$ cat src/rtl/sprite_pkg.sv
// Shared constants for the sprite address generator: screen geometry,
// coordinate width and sprite ROM address width.
package sprite_pkg;
    localparam int SCREEN_W = 640;
    localparam int SCREEN_H = 480;
    localparam int COORD_W  = 10;
    localparam int ROM_AW   = 12;
endpackage

$ cat src/rtl/sprite_frame_timer.sv
// Vsync falling-edge detector and animation stepper: every FRAME_DIV video
// frames (while anim_en is high) anim_idx advances modulo NUM_FRAMES.
module sprite_frame_timer
    import sprite_pkg::*;
#(
    parameter int FRAME_DIV  = 8,
    parameter int NUM_FRAMES = 4,
    parameter int IDX_W      = 2
) (
    input  logic             vga_clk,
    input  logic             reset_n,
    input  logic             vsync,
    input  logic             anim_en,
    output logic             frame_start,
    output logic [IDX_W-1:0] anim_idx
);
    localparam int CNT_W = (FRAME_DIV > 1) ? $clog2(FRAME_DIV) : 1;
    localparam logic [CNT_W-1:0] CNT_LAST = CNT_W'(FRAME_DIV - 1);
    localparam logic [IDX_W-1:0] IDX_LAST = IDX_W'(NUM_FRAMES - 1);

    logic             vsync_q;
    logic [CNT_W-1:0] frame_cnt_q;
    logic [IDX_W-1:0] anim_idx_q;

    // vsync idles high, so the registered copy resets high to avoid a false edge
    assign frame_start = vsync_q & ~vsync;
    assign anim_idx    = anim_idx_q;

    always_ff @(posedge vga_clk or negedge reset_n) begin
        if (!reset_n) begin
            vsync_q     <= 1'b1;
            frame_cnt_q <= '0;
            anim_idx_q  <= '0;
        end else begin
            vsync_q <= vsync;
            if (frame_start && anim_en) begin
                if (frame_cnt_q == CNT_LAST) begin
                    frame_cnt_q <= '0;
                    anim_idx_q  <= (anim_idx_q == IDX_LAST) ? '0 : anim_idx_q + 1'b1;
                end else begin
                    frame_cnt_q <= frame_cnt_q + 1'b1;
                end
            end
        end
    end
endmodule

$ cat src/rtl/sprite_addr_gen.sv
// Two-stage sprite ROM address generator with per-frame position shadowing.
// Optional horizontal mirroring is enabled by defining SPRITE_HFLIP_EN.
module sprite_addr_gen
    import sprite_pkg::*;
#(
    parameter int SPRITE_W   = 32,
    parameter int SPRITE_H   = 32,
    parameter int NUM_FRAMES = 4,
    parameter int FRAME_DIV  = 8
) (
    input  logic               vga_clk,
    input  logic               reset_n,
    input  logic [COORD_W-1:0] drawX,
    input  logic [COORD_W-1:0] drawY,
    input  logic               blank,
    input  logic               vsync,
    input  logic [COORD_W-1:0] pos_x,
    input  logic [COORD_W-1:0] pos_y,
    input  logic               anim_en,
    input  logic               facing_left,
    output logic [ROM_AW-1:0]  rom_address,
    output logic               sprite_on,
    output logic               blank_out
);
    localparam int IDX_W = (NUM_FRAMES > 1) ? $clog2(NUM_FRAMES) : 1;
    localparam logic [COORD_W:0] W_LIM = (COORD_W + 1)'(SPRITE_W);
    localparam logic [COORD_W:0] H_LIM = (COORD_W + 1)'(SPRITE_H);

    logic               frame_start;
    logic [IDX_W-1:0]   anim_idx;
    logic [COORD_W-1:0] pos_x_q, pos_y_q;
    logic [COORD_W:0]   rel_x_d, rel_y_d, rel_x_q, rel_y_q;
    logic               in_x_d, in_y_d, in_x_q, in_y_q, blank_d1_q;
    logic [COORD_W:0]   col;
    logic               sprite_on_d;
    logic [ROM_AW-1:0]  rom_addr_d;

    sprite_frame_timer #(
        .FRAME_DIV  (FRAME_DIV),
        .NUM_FRAMES (NUM_FRAMES),
        .IDX_W      (IDX_W)
    ) u_timer (
        .vga_clk     (vga_clk),
        .reset_n     (reset_n),
        .vsync       (vsync),
        .anim_en     (anim_en),
        .frame_start (frame_start),
        .anim_idx    (anim_idx)
    );

    always_ff @(posedge vga_clk or negedge reset_n) begin
        if (!reset_n) begin
            pos_x_q <= '0;
            pos_y_q <= '0;
        end else if (frame_start) begin
            pos_x_q <= pos_x;
            pos_y_q <= pos_y;
        end
    end

`ifdef SPRITE_HFLIP_EN
    logic facing_q;
    localparam logic [COORD_W:0] COL_MAX = (COORD_W + 1)'(SPRITE_W - 1);

    always_ff @(posedge vga_clk or negedge reset_n) begin
        if (!reset_n)         facing_q <= 1'b0;
        else if (frame_start) facing_q <= facing_left;
    end

    assign col = facing_q ? (COL_MAX - rel_x_q) : rel_x_q;
`else
    logic unused_facing;
    assign unused_facing = facing_left;
    assign col = rel_x_q;
`endif

    // The sign bit of the 11-bit difference rejects pixels left/above the sprite
    always_comb begin
        rel_x_d = {1'b0, drawX} - {1'b0, pos_x_q};
        rel_y_d = {1'b0, drawY} - {1'b0, pos_y_q};
        in_x_d  = !rel_x_d[COORD_W] && (rel_x_d < W_LIM);
        in_y_d  = !rel_y_d[COORD_W] && (rel_y_d < H_LIM);
    end

    always_comb begin
        sprite_on_d = in_x_q & in_y_q & blank_d1_q;
        rom_addr_d  = '0;
        if (sprite_on_d) begin
            rom_addr_d = ROM_AW'(32'(anim_idx) * 32'(SPRITE_W * SPRITE_H)
                                 + 32'(rel_y_q) * 32'(SPRITE_W) + 32'(col));
        end
    end

    always_ff @(posedge vga_clk or negedge reset_n) begin
        if (!reset_n) begin
            rel_x_q     <= '0;
            rel_y_q     <= '0;
            in_x_q      <= 1'b0;
            in_y_q      <= 1'b0;
            blank_d1_q  <= 1'b0;
            rom_address <= '0;
            sprite_on   <= 1'b0;
            blank_out   <= 1'b0;
        end else begin
            rel_x_q     <= rel_x_d;
            rel_y_q     <= rel_y_d;
            in_x_q      <= in_x_d;
            in_y_q      <= in_y_d;
            blank_d1_q  <= blank;
            rom_address <= rom_addr_d;
            sprite_on   <= sprite_on_d;
            blank_out   <= blank_d1_q;
        end
    end
endmodule

$ cat config.mk
export PLATFORM = sky130hd
export DESIGN_NAME = sprite_addr_gen
export DESIGN_NICKNAME = d
export VERILOG_FILES = /design/src/rtl/sprite_pkg.sv /design/src/rtl/sprite_frame_timer.sv /design/src/rtl/sprite_addr_gen.sv
export SDC_FILE = /design/constraint.sdc
export NUM_CORES = 1
export LEC_CHECK = 0
export BUFFER_PORTS_ARGS = -buffer_cell sky130_fd_sc_hd__buf_4
export CAP_MARGIN = 10
export CORE_AREA = 2 2 73 88
export CTS_CLUSTER_DIAMETER = 200
export DETAILED_ROUTE_END_ITERATION = 8
export DIE_AREA = 0 0 75 90
export GPL_TIMING_DRIVEN = 0
export PLACE_DENSITY = 0.77
export SLEW_MARGIN = 20
export SYNTH_ARGS = -nofsm -noshare
export SYNTH_HDL_FRONTEND = slang
export SYNTH_HIERARCHICAL = 1
export SYNTH_SLANG_ARGS = --single-unit
$ cat constraint.sdc
create_clock -name vga_clk -period 2.1 [get_ports vga_clk]
set_input_delay 0.63 -clock vga_clk [delete_from_list [all_inputs] [get_ports vga_clk]]
set_output_delay 0.63 -clock vga_clk [all_outputs]
set_load 0.005 [all_outputs]
==> results.tsv, run 1 <==
stage	metric	value	unit
global_route	grt_pass1_wl	9350	microns
global_route	antenna_found_initial	0	
setup_path	r2r_slack	50	ps
placed_design	dpl_worst_slack	-449	ps
routing	drtPass1Iterations	4	
synth	synth.area.mux_share	2.82	%
routing	vias_per_cell	4.84	
synth	ys.warnings.count	6	
clock_network	cts_made_buffers	9	
setup_path	max_stage_delay	380	ps
floorplanning	ios	60	
final_layout	final_cell_mix	60 x dfrtp_1, 58 x buf_4, 33 x ha_1	
floorplanning	core	0.00593	sq mm
global_route	gr-usage-all-layers	18.3	%
setup_path	crit_type	in -> reg	
power_and_ir_drop	power_density	1020	mW/mm^2
sta	fin_setup_tns	-23.2	ps
global_route	grt_max_degree	62	
clock_network	path_clk_slew	70	ps
global_route	grt_pass1_vias	2192	
synth	synthTopCellsByArea	dfrtp_1 48%, ha_1 13%, inv_1 3.8%	
clock_network	h-tree-depth	3	
sta	rsz0062_at_grt	true	
synth	synthArstFlopShare	100	%
synth	synthSimpleGateAreaFrac	12.4	%
synth	synth_area	0.00315	sq mm
sta	setup_viol	1	
routing	wl_per_cell	11.8	microns
synth	synthesis.nets	380	
synth	synth-seq-cells	61	
sta	slew_violations	0	
synth	synth_xor_area_share	5.28	%
setup_path	critical_path_arrival	2360	ps
power_and_ir_drop	leakagePower	1.96	nW
setup_path	crit_slowest_cell	or3_4	
final_layout	diodes	0	
synth	ys.flop_type	dfrtp_1	
setup_path	r2r_start	pos_x_q[0]	
synth	yosys.area_share.adder	15.7	%
synth	synth_cell_type_count	41	
synth	synth.top_cell.area_share	47.7	%
floorplanning	rows	31	
setup_path	cp_cell_sequence	buf_4 > inv_1 > ha_1 > inv_1 > fa_2 > a21oi_2 > o211ai_2 > nor2_2 > xnor2_1 > or3_4 > nor4_4	
clock_network	clockRootBuffer	clkbuf_8	
sta	relSlewSlack	51.1	%
run	maxCapViolCount	0	
setup_path	worstReg2RegEnd	in_x_q	
routing	wirelength	5330	microns
routing	drc_errors	0	
setup_path	critPathBufInv	3	
setup_path	critPathRequiredTime	2340	ps
synth	synth_top_family_by_area	adder cells	
status	violations	setup timing	
power_and_ir_drop	power.total	4.03	mW
floorplanning	die_area	0.00675	sq mm
clock_network	cts_tree	done	
placed_design	numPortBuffers	58	
placed_design	dp_hpwl	4020	microns
synth	ys_seq_area_share	48.5	%
final_layout	postLayoutCoreUtil	66.7	%
synth	syn_avg_cell_area	10.6	sq um
synth	synth_edf_count	0	
synth	synth-compound-area-share	10.9	%
clock_network	clock_latency	340	ps
final_layout	final_common_cell	dfrtp_1	
sta	hold_ws	355	ps
setup_path	worstPathMaxFanout	3	
floorplanning	die_w	75	microns
placed_design	place.gp.congestion	0.815	
power_and_ir_drop	max-vdd-ir-drop	0.522	mV
final_layout	area_delta_synth_final	25.7	%
clock_network	cts_sinks	61	
sta	max_freq	0.471	GHz
sta	period_share	101	%
sta	hold_viol	0	
clock_network	holdBufCountCts	0	
setup_path	cpLargestDelayFamily	simple AND/OR/NAND/NOR gates	
routing	vias	2194	
setup_path	endpoint_kind	flop	
clock_network	cts.path.max_buffers	2	
min_path	hp-class	in -> async	
final_layout	drive_above_1_share	25.3	%
floorplanning	fp.dieH	90	microns
final_layout	fin_nets	449	
sta	worst_slew_pin_slew	734	ps
sta	skew	5.02	ps
sta	layout_min_cycle_time	2120	ps
synth	yosysTopAreaCell	dfrtp_1	
global_route	grt_overflow_total	0	
routing	ant_nets	0	
synth	netlist_instances	297	
status	status	finished, violations left	
sta	fin_ws	-23.2	ps
routing	drtIter0Drc	60	
floorplanning	initial_core_util	53.1	%
setup_path	critPathLaunchType	primary input	
setup_path	path_common_cell	inv_1	
setup_path	r2r_cells	9	
==> through the flow <==
step | area [sq um] | cells
5_1_grt | 3960 | 453
3_3_place_gp | 3700 | 437
3_5_place_dp | 3700 | 437
4_1_cts | 3940 | 453
2_1_floorplan | 3160 | 297
6_report | 3960 | 453
==> cell type report <==
cell class                 count  area, sq um
timing repair buffer          58          435
clock inverter                 6          111
tap                           82          103
buffer                         5         18.8
clock buffer                  10          128
sequential                    61         1530
fill                         465         1980
inverter                      32          120
multi-input combinational    199         1520
==> report_power, final <==
part / switching [mW] / total [mW] / internal (mW)
combinational: 0.679 / 1.32 / 0.638
sequential: 0.0863 / 1.47 / 1.39
clock: 0.452 / 1.24 / 0.788
==> sequential cells by signal, summed over array words and instances, names as in the netlist <==
| register | flops |
|---|---|
| u_timer/frame_cnt_q | 3 |
| col | 11 |
| blank_d1_q | 1 |
| u_timer/vsync_q | 1 |
| sprite_on | 1 |
| pos_x_q | 10 |
| in_y_q | 1 |
| in_x_q | 1 |
| u_timer/anim_idx | 2 |
| pos_y_q | 10 |
| rel_y_q | 7 |
| blank_out | 1 |
| rom_address | 12 |
==> how the worst max path moves through the flow <==
stage	from	end	slack [ps]	cells after the start
after floorplan	drawX[0]	in_x_q	-110	10
after global placement	drawX[0]	in_x_q	-420	11
after detailed placement	drawX[0]	in_x_q	-450	11
after CTS	drawX[0]	in_x_q	-80	11
after global routing	drawX[0]	in_x_q	-170	11
final	drawX[0]	in_x_q	-20	11
==> synthesized netlist by cell type, types with 2 or more instances <==
| master | n |
|---|---|
| a211oi_1 | 2 |
| a21o_1 | 3 |
| a21oi_1 | 13 |
| a21oi_2 | 2 |
| and2_1 | 7 |
| clkbuf_1 | 5 |
| dfrtp_1 | 60 |
| fa_1 | 4 |
| ha_1 | 33 |
| inv_1 | 32 |
| mux2_2 | 7 |
| nand2_1 | 29 |
| nand2b_1 | 6 |
| nand3_1 | 4 |
| nand3b_1 | 3 |
| nor2_1 | 16 |
| nor2b_1 | 2 |
| o211ai_1 | 5 |
| o21a_1 | 3 |
| o21ai_0 | 21 |
| o21ai_1 | 3 |
| xnor2_1 | 12 |
| xor2_1 | 7 |
==> worst reg2reg max path: stages (launching register included) <==
cell and delay, ps:
dfrtp_1 360, ha_1 170, inv_1 50, fa_2 350, a21oi_2 150, o211ai_2 130
nor2_2 110, xnor2_1 80, or3_4 380, nor4_4 160
==> kinds of logic (layout without fill, tap and decap cells) <==
family | after synthesis | in the layout
buf+inv | 37 | 111
fa+ha+maj | 37 | 37
compound gates | 57 | 57
mux | 8 | 8
xor+xnor | 19 | 19
flops | 61 | 61
simple gates | 78 | 78
==> timing repair <==
item,in CTS,in global routing
hold endpoints to repair,0,0
endpoints found under the setup margin,1,3
resized for setup,0,4
setup buffers,0,0
gates cloned,0,0
pin swaps,0,3
==> metal layers <==
metal  routed length, microns  share of wire [%]  up-vias  GRT usage, %
met5                        0                  0        -             0
met3                      234                4.4       12          5.27
met4                      146                2.7        0          9.97
li1                         -                  -     1131             -
met1                     2340                 44     1001          21.9
met2                     2620                 49       50          29.0
(Power assumes the default switching activity.)
==> run 2: changes to the inputs <==
--- a/config.mk
+++ b/config.mk
@@ -12,6 +12,7 @@
 export DETAILED_ROUTE_END_ITERATION = 8
 export DIE_AREA = 0 0 75 90
 export GPL_TIMING_DRIVEN = 0
+export MAX_ROUTING_LAYER = met4
 export PLACE_DENSITY = 0.77
 export SLEW_MARGIN = 20
 export SYNTH_ARGS = -nofsm -noshare
==> run 2 against run 1 <==
  * The run still ends with setup timing left
  * First-iteration DRC count up 3.3%
  * Clock power about the same
  * Critical path depth unchanged
  * Cell area unchanged
  * Fmax about the same
  * Critical endpoint unchanged
  * Clock skew up 0.67 ps
  * Setup slack better by 0.55 ps
  * Critical path type unchanged
  * Via count down 0.36%
  * Sequential cell count unchanged
  * Core utilization unchanged
  * Wire length up 0.17%
==> results.tsv, run 2 (same netlist as run 1, synthesis figures left out) <==
stage	metric	value	unit	change
status	status	finished, violations left		
status	violations	setup timing		
routing	drtIter0Drc	62		+3.3%
floorplanning	initial_core_util	53.1	%	unchanged
final_layout	fin_nets	449		unchanged
clock_network	postCtsSetupRepairBufs	0		unchanged
setup_path	max_stage_delay	380	ps	about the same
final_layout	diodes	0		unchanged
setup_path	critical_path_arrival	2360	ps	about the same
floorplanning	fp.dieH	90	microns	unchanged
routing	vias	2186		-0.36%
setup_path	critPathBufInv	3		unchanged
setup_path	crit_type	in -> reg		
sta	relSlewSlack	51.2	%	+0.096 points
clock_network	holdBufCountCts	0		unchanged
setup_path	critPathRequiredTime	2340	ps	about the same
sta	slew_violations	0		unchanged
placed_design	place.gp.congestion	0.827		+1.5%
floorplanning	die_area	0.00675	sq mm	unchanged
clock_network	clockRootBuffer	clkbuf_8		
setup_path	critPathLaunchType	primary input		
clock_network	h-tree-depth	3		unchanged
final_layout	final_common_cell	dfrtp_1		
sta	setup_viol	1		unchanged
final_layout	drive_above_1_share	25.3	%	unchanged
routing	drtPass1Iterations	4		unchanged
global_route	antenna_found_initial	0		unchanged
clock_network	path_clk_slew	70	ps	about the same
sta	max_freq	0.471	GHz	about the same
sta	worst_slew_pin_slew	732	ps	-1.44 ps
floorplanning	core	0.00593	sq mm	unchanged
clock_network	cts.path.max_buffers	2		unchanged
final_layout	instances_no_fill	453		unchanged
clock_network	cts_tree	done		
final_layout	largest_register_ffs	12		unchanged
routing	ant_nets	0		unchanged
floorplanning	die_w	75	microns	unchanged
sta	skew	5.68	ps	+0.667 ps
power_and_ir_drop	power_density	1020	mW/mm^2	about the same
final_layout	registers.top_by_ff_count	rom_address		
setup_path	r2r_slack	50	ps	about the same
global_route	grt_pass1_wl	9360	microns	+0.15%
final_layout	area_delta_synth_final	25.7	%	unchanged
clock_network	clock_latency	340	ps	about the same
power_and_ir_drop	max-vdd-ir-drop	0.522	mV	about the same
placed_design	dp_hpwl	4020	microns	unchanged
setup_path	cp_cell_sequence	buf_4 > inv_1 > ha_1 > inv_1 > fa_2 > a21oi_2 > o211ai_2 > nor2_2 > xnor2_1 > or3_4 > nor4_4		
floorplanning	rows	31		unchanged
global_route	grt_max_degree	62		unchanged
setup_path	cpLargestDelayFamily	simple AND/OR/NAND/NOR gates		
setup_path	path_common_cell	inv_1		
placed_design	numPortBuffers	58		unchanged
final_layout	final_cell_mix	60 x dfrtp_1, 58 x buf_4, 33 x ha_1		
global_route	grt_overflow_total	0		unchanged
setup_path	crit_slowest_cell	or3_4		
sta	rsz0062_at_grt	true		
sta	layout_min_cycle_time	2120	ps	-0.546 ps
sta	fin_ws	-22.7	ps	+0.546 ps
floorplanning	ios	60		unchanged
clock_network	cts_made_buffers	9		unchanged
global_route	gr-usage-all-layers	18.9	%	+0.53 points
placed_design	dp_cells	437		unchanged
sta	period_share	101	%	about the same
clock_network	cts_sinks	61		unchanged
routing	vias_per_cell	4.83		-0.36%
routing	wl_per_cell	11.8	microns	+0.17%
routing	drc_errors	0		unchanged
power_and_ir_drop	leakagePower	1.96	nW	unchanged
global_route	grt_pass1_vias	2187		-0.23%
routing	wirelength	5340	microns	+0.17%
setup_path	worstPathMaxFanout	3		unchanged
power_and_ir_drop	power.total	4.03	mW	about the same
final_layout	postLayoutCoreUtil	66.7	%	unchanged
run	maxCapViolCount	0		unchanged
setup_path	endpoint_kind	flop		
sta	hold_viol	0		unchanged
min_path	hp-class	in -> async		
[run 2: cell counts in the layout (fill, tap and decap cells not counted)]
No cell type changed its count.
[run 2: worst paths after layout]
kind | startpoint | endpoint | cells after the start
worst max-delay path | drawX[0] | in_x_q | 11
worst min-delay path | reset_n | pos_x_q[1] | 1
worst max register to register | pos_x_q[0] | in_x_q | 9
worst min register to register | blank_d1_q | blank_out | 0
max in group asynchronous | reset_n | col[8] | 1
min in group vga_clk | blank_d1_q | blank_out | 0
[run 2: what timing repair did]
item,in CTS,in global routing
cloned,0,0
pin swaps,0,3
setup endpoints to repair,1,3
gates resized for setup,0,4
[run 2: metrics by stage]
stage	hold WS, ps	cell area [sq um]	TNS [ps]	worst slack, ps
floorplan	334	3160	-110	-110
global placement	365	3700	-1000	-425
detailed placement	362	3700	-1040	-449
CTS	377	3940	-80.3	-80.3
global route	376	3960	-171	-171
finish	355	3960	-22.7	-22.7
[run 2: cell type report]
| type | instances | area (sq um) |
|---|---|---|
| fill | 465 | 1980 |
| clock buffer | 10 | 128 |
| inverter | 32 | 120 |
| tap | 82 | 103 |
| clock inverter | 6 | 111 |
| timing repair buffer | 58 | 435 |
| multi-input combinational | 199 | 1520 |
| sequential | 61 | 1530 |
| buffer | 5 | 18.8 |
[run 2: power by group]
group / internal [mW] / leakage, nW / switching [mW]
logic: 0.639 / 1.08 / 0.678
clock network: 0.788 / 0.116 / 0.454
registers: 1.39 / 0.760 / 0.0865
total: 2.81 / 1.96 / 1.22
[run 2: metal layers]
layer | GRT usage [%] | vias up | share of wire [%]
li1 | - | 1132 | -
met1 | 22.1 | 999 | 44
met2 | 29.0 | 43 | 49
met3 | 5.04 | 12 | 3.8
met4 | 9.97 | 0 | 2.6
met5 | - | - | 0
[run 2: worst register-to-register path, cell delays in order (launching register included)]
cell and delay, ps:
dfrtp_1 360, ha_1 170, inv_1 50, fa_2 350
a21oi_2 150, o211ai_2 130, nor2_2 110, xnor2_1 80
or3_4 380, nor4_4 160
==> run 3: changes to the inputs <==
--- a/config.mk
+++ b/config.mk
@@ -7,13 +7,14 @@
 export LEC_CHECK = 0
 export BUFFER_PORTS_ARGS = -buffer_cell sky130_fd_sc_hd__buf_4
 export CAP_MARGIN = 10
-export CORE_AREA = 2 2 73 88
+export CORE_AREA = 2 2 79 81
 export CTS_CLUSTER_DIAMETER = 200
 export DETAILED_ROUTE_END_ITERATION = 8
-export DIE_AREA = 0 0 75 90
+export DIE_AREA = 0 0 81 83
 export GPL_TIMING_DRIVEN = 0
 export MAX_ROUTING_LAYER = met4
-export PLACE_DENSITY = 0.77
+export PLACE_DENSITY = 0.78
+export RECOVER_POWER = 25
 export SLEW_MARGIN = 20
 export SYNTH_ARGS = -nofsm -noshare
 export SYNTH_HDL_FRONTEND = slang
==> run 3 against run 2 <==
  * The flow still finishes with violations (setup timing)
  * Critical endpoint unchanged
  * Setup slack worse by 20 ps
  * Core utilization fell by 0.25 points
  * Clock power fell by 29%
  * Count of clock-buffer cells in the layout rose by 2
  * Cell area down 2.4%
  * Combinational power about the same
  * Die area shrank 0.40%
  * Wire length is 0.64% lower
==> results.tsv, run 3 (same netlist as run 1, synthesis figures left out) <==
stage	metric	value	unit	change
final_layout	largest_register_ffs	12		unchanged
power_and_ir_drop	p_sw	1.16	mW	-4.6%
final_layout	area_delta_synth_final	22.7	%	
power_and_ir_drop	power_density	947	mW/mm^2	-7.0%
floorplanning	fp.dieH	83	microns	-7.8%
power_and_ir_drop	leakagePower	1.92	nW	-1.7%
power_and_ir_drop	combPwrFrac	35.5	%	+2.9 points
setup_path	critical_path_arrival	2370	ps	about the same
sta	skew	4.81	ps	-0.873 ps
min_path	hp-class	reg -> reg		
sta	period_share	102	%	+0.96 points
clock_network	cts_tree	done		
setup_path	critPathLaunchType	primary input		
clock_network	path_clk_slew	60	ps	about the same
sta	fin_setup_tns	-42.8	ps	-20.1 ps
global_route	antenna_found_initial	0		unchanged
setup_path	crit_type	in -> reg		
power_and_ir_drop	clkPwrFrac	24.1	%	-6.7 points
clock_network	h-tree-depth	3		unchanged
setup_path	endpoint_kind	flop		
sta	hold_viol	0		unchanged
routing	drtPass1Iterations	4		unchanged
floorplanning	core	0.00582	sq mm	-2.0%
power_and_ir_drop	max-vdd-ir-drop	0.472	mV	-9.6%
final_layout	diodes	0		unchanged
run	maxCapViolCount	0		unchanged
global_route	grt_pass1_vias	2243		+2.6%
placed_design	numPortBuffers	58		unchanged
clock_network	clockRootBuffer	clkbuf_8		
placed_design	place.gp.congestion	0.846		+2.3%
sta	relSlewSlack	5.74	%	-45 points
sta	worst_slew_pin_slew	1410	ps	+682 ps
floorplanning	die_w	81	microns	+8.0%
floorplanning	ios	60		unchanged
placed_design	dp_cells	430		-1.6%
status	status	finished, violations left		
sta	max_freq	0.467	GHz	-0.94%
routing	vias_per_cell	5.00		+3.7%
final_layout	instances_no_fill	445		-1.8%
placed_design	dp_hpwl	4120	microns	+2.4%
floorplanning	initial_core_util	54.2	%	+1.1 points
global_route	gr-usage-all-layers	18.6	%	-0.25 points
final_layout	drive_above_1_share	24.9	%	-0.47 points
placed_design	dpl_worst_slack	-404	ps	+45.7 ps
clock_network	cts_sinks	61		unchanged
setup_path	worstPathMaxFanout	3		unchanged
final_layout	registers.top_by_ff_count	rom_address		
final_layout	final_cell_mix	60 x dfrtp_1, 55 x buf_4, 32 x inv_1, 32 x ha_1, 29 x nand2_1		
final_layout	fin_nets	450		+0.22%
routing	vias	2226		+1.8%
floorplanning	rows	28		-9.7%
clock_network	clock_latency	330	ps	about the same
global_route	grt_overflow_total	0		unchanged
floorplanning	die_area	0.00672	sq mm	-0.40%
global_route	grt_pass1_wl	9460	microns	+1.0%
clock_network	holdBufCountCts	0		unchanged
sta	setup_viol	1		unchanged
setup_path	critPathRequiredTime	2330	ps	about the same
routing	drtIter0Drc	71		+15%
status	violations	setup timing		
routing	wl_per_cell	11.9	microns	+1.1%
final_layout	fillers	471		+1.3%
sta	layout_min_cycle_time	2140	ps	+20.1 ps
clock_network	cts.path.max_buffers	2		unchanged
sta	rsz0062_at_grt	true		
sta	slew_violations	0		unchanged
routing	drc_errors	0		unchanged
sta	fin_ws	-42.8	ps	-20.1 ps
final_layout	postLayoutCoreUtil	66.5	%	-0.25 points
global_route	grt_max_degree	62		unchanged
final_layout	final_common_cell	dfrtp_1		
routing	ant_nets	0		unchanged
power_and_ir_drop	internal_power	2.50	mW	-11%
power_and_ir_drop	p_seq_share	40.4	%	+3.9 points
power_and_ir_drop	switching_share	31.8	%	+1.5 points
clock_network	cts_made_buffers	9		unchanged
routing	wirelength	5310	microns	-0.64%
[run 3: changes by cell type in the layout (fill, tap and decap cells not counted), moves of 2 or more]
cell and change:
buf_4 -3, clkbuf_4 +2, bufinv_16 -3, clkbuf_8 +2
[run 3: worst paths after layout]
path,depth (start not counted),to,slack (ps),start
worst max-delay path,11,in_x_q,-40,drawX[0]
worst min-delay path,0,blank_out,400,blank_d1_q
worst max register to register,9,in_x_q,50,pos_x_q[0]
worst min register to register,0,blank_out,400,blank_d1_q
max in group asynchronous,1,blank_out,620,reset_n
min in group asynchronous,1,pos_x_q[0],630,reset_n
[run 3: power by group through the flow]
| stage | clock network [mW] | registers [mW] | logic, mW |
|---|---|---|---|
| floorplan | 0 | 1.47 | 0.997 |
| global placement | 0 | 1.49 | 1.22 |
| detailed placement | 0 | 1.50 | 1.27 |
| CTS | 0.907 | 1.48 | 1.30 |
| global route | 0.959 | 1.50 | 1.50 |
| finish | 0.882 | 1.48 | 1.30 |
[run 3: area by class of cell]
cell class / instances / area (sq um) / area share [%]
multi-input cells: 199 / 1500 / 38.9
inverters: 32 / 120 / 3.11
well taps: 75 / 93.8 / 2.43
repair buffers: 59 / 437 / 11.3
plain buffers: 5 / 18.8 / 0.486
clock inverters: 2 / 10.0 / 0.259
clock buffers: 12 / 155 / 4.01
flip-flops and latches: 61 / 1530 / 39.5
[run 3: per-layer routing]
layer / GRT usage (%) / vias up / share of wire (%)
li1: - / 1138 / -
met1: 22.5 / 1031 / 45
met2: 30.1 / 43 / 49
met3: 4.24 / 14 / 3.9
met4: 7.09 / 0 / 2.0
met5: - / - / 0
[run 3: stage by stage]
stage / hold slack (ps) / area (sq um) / power [mW]
after global routing: 410 / 3860 / 3.96
after floorplan: 334 / 3160 / 2.47
after global placement: 382 / 3690 / 2.71
final: 397 / 3860 / 3.66
after detailed placement: 388 / 3690 / 2.77
after CTS: 385 / 3860 / 3.69
[run 3: worst max-delay path: stages]
cell and delay (ps):
buf_4 100, inv_1 50, ha_2 160, inv_1 50
fa_2 360, a21oi_2 180, o211ai_2 130, nor2_2 100
xnor2_1 90, or3_1 370, nor4_2 140
[run 3: timing repair]
action / 4_1_cts / 5_1_grt
pin swaps: 1 / 5
gates resized for setup: 0 / 3
setup buffers: 1 / 0
endpoints found under the setup margin: 1 / 3
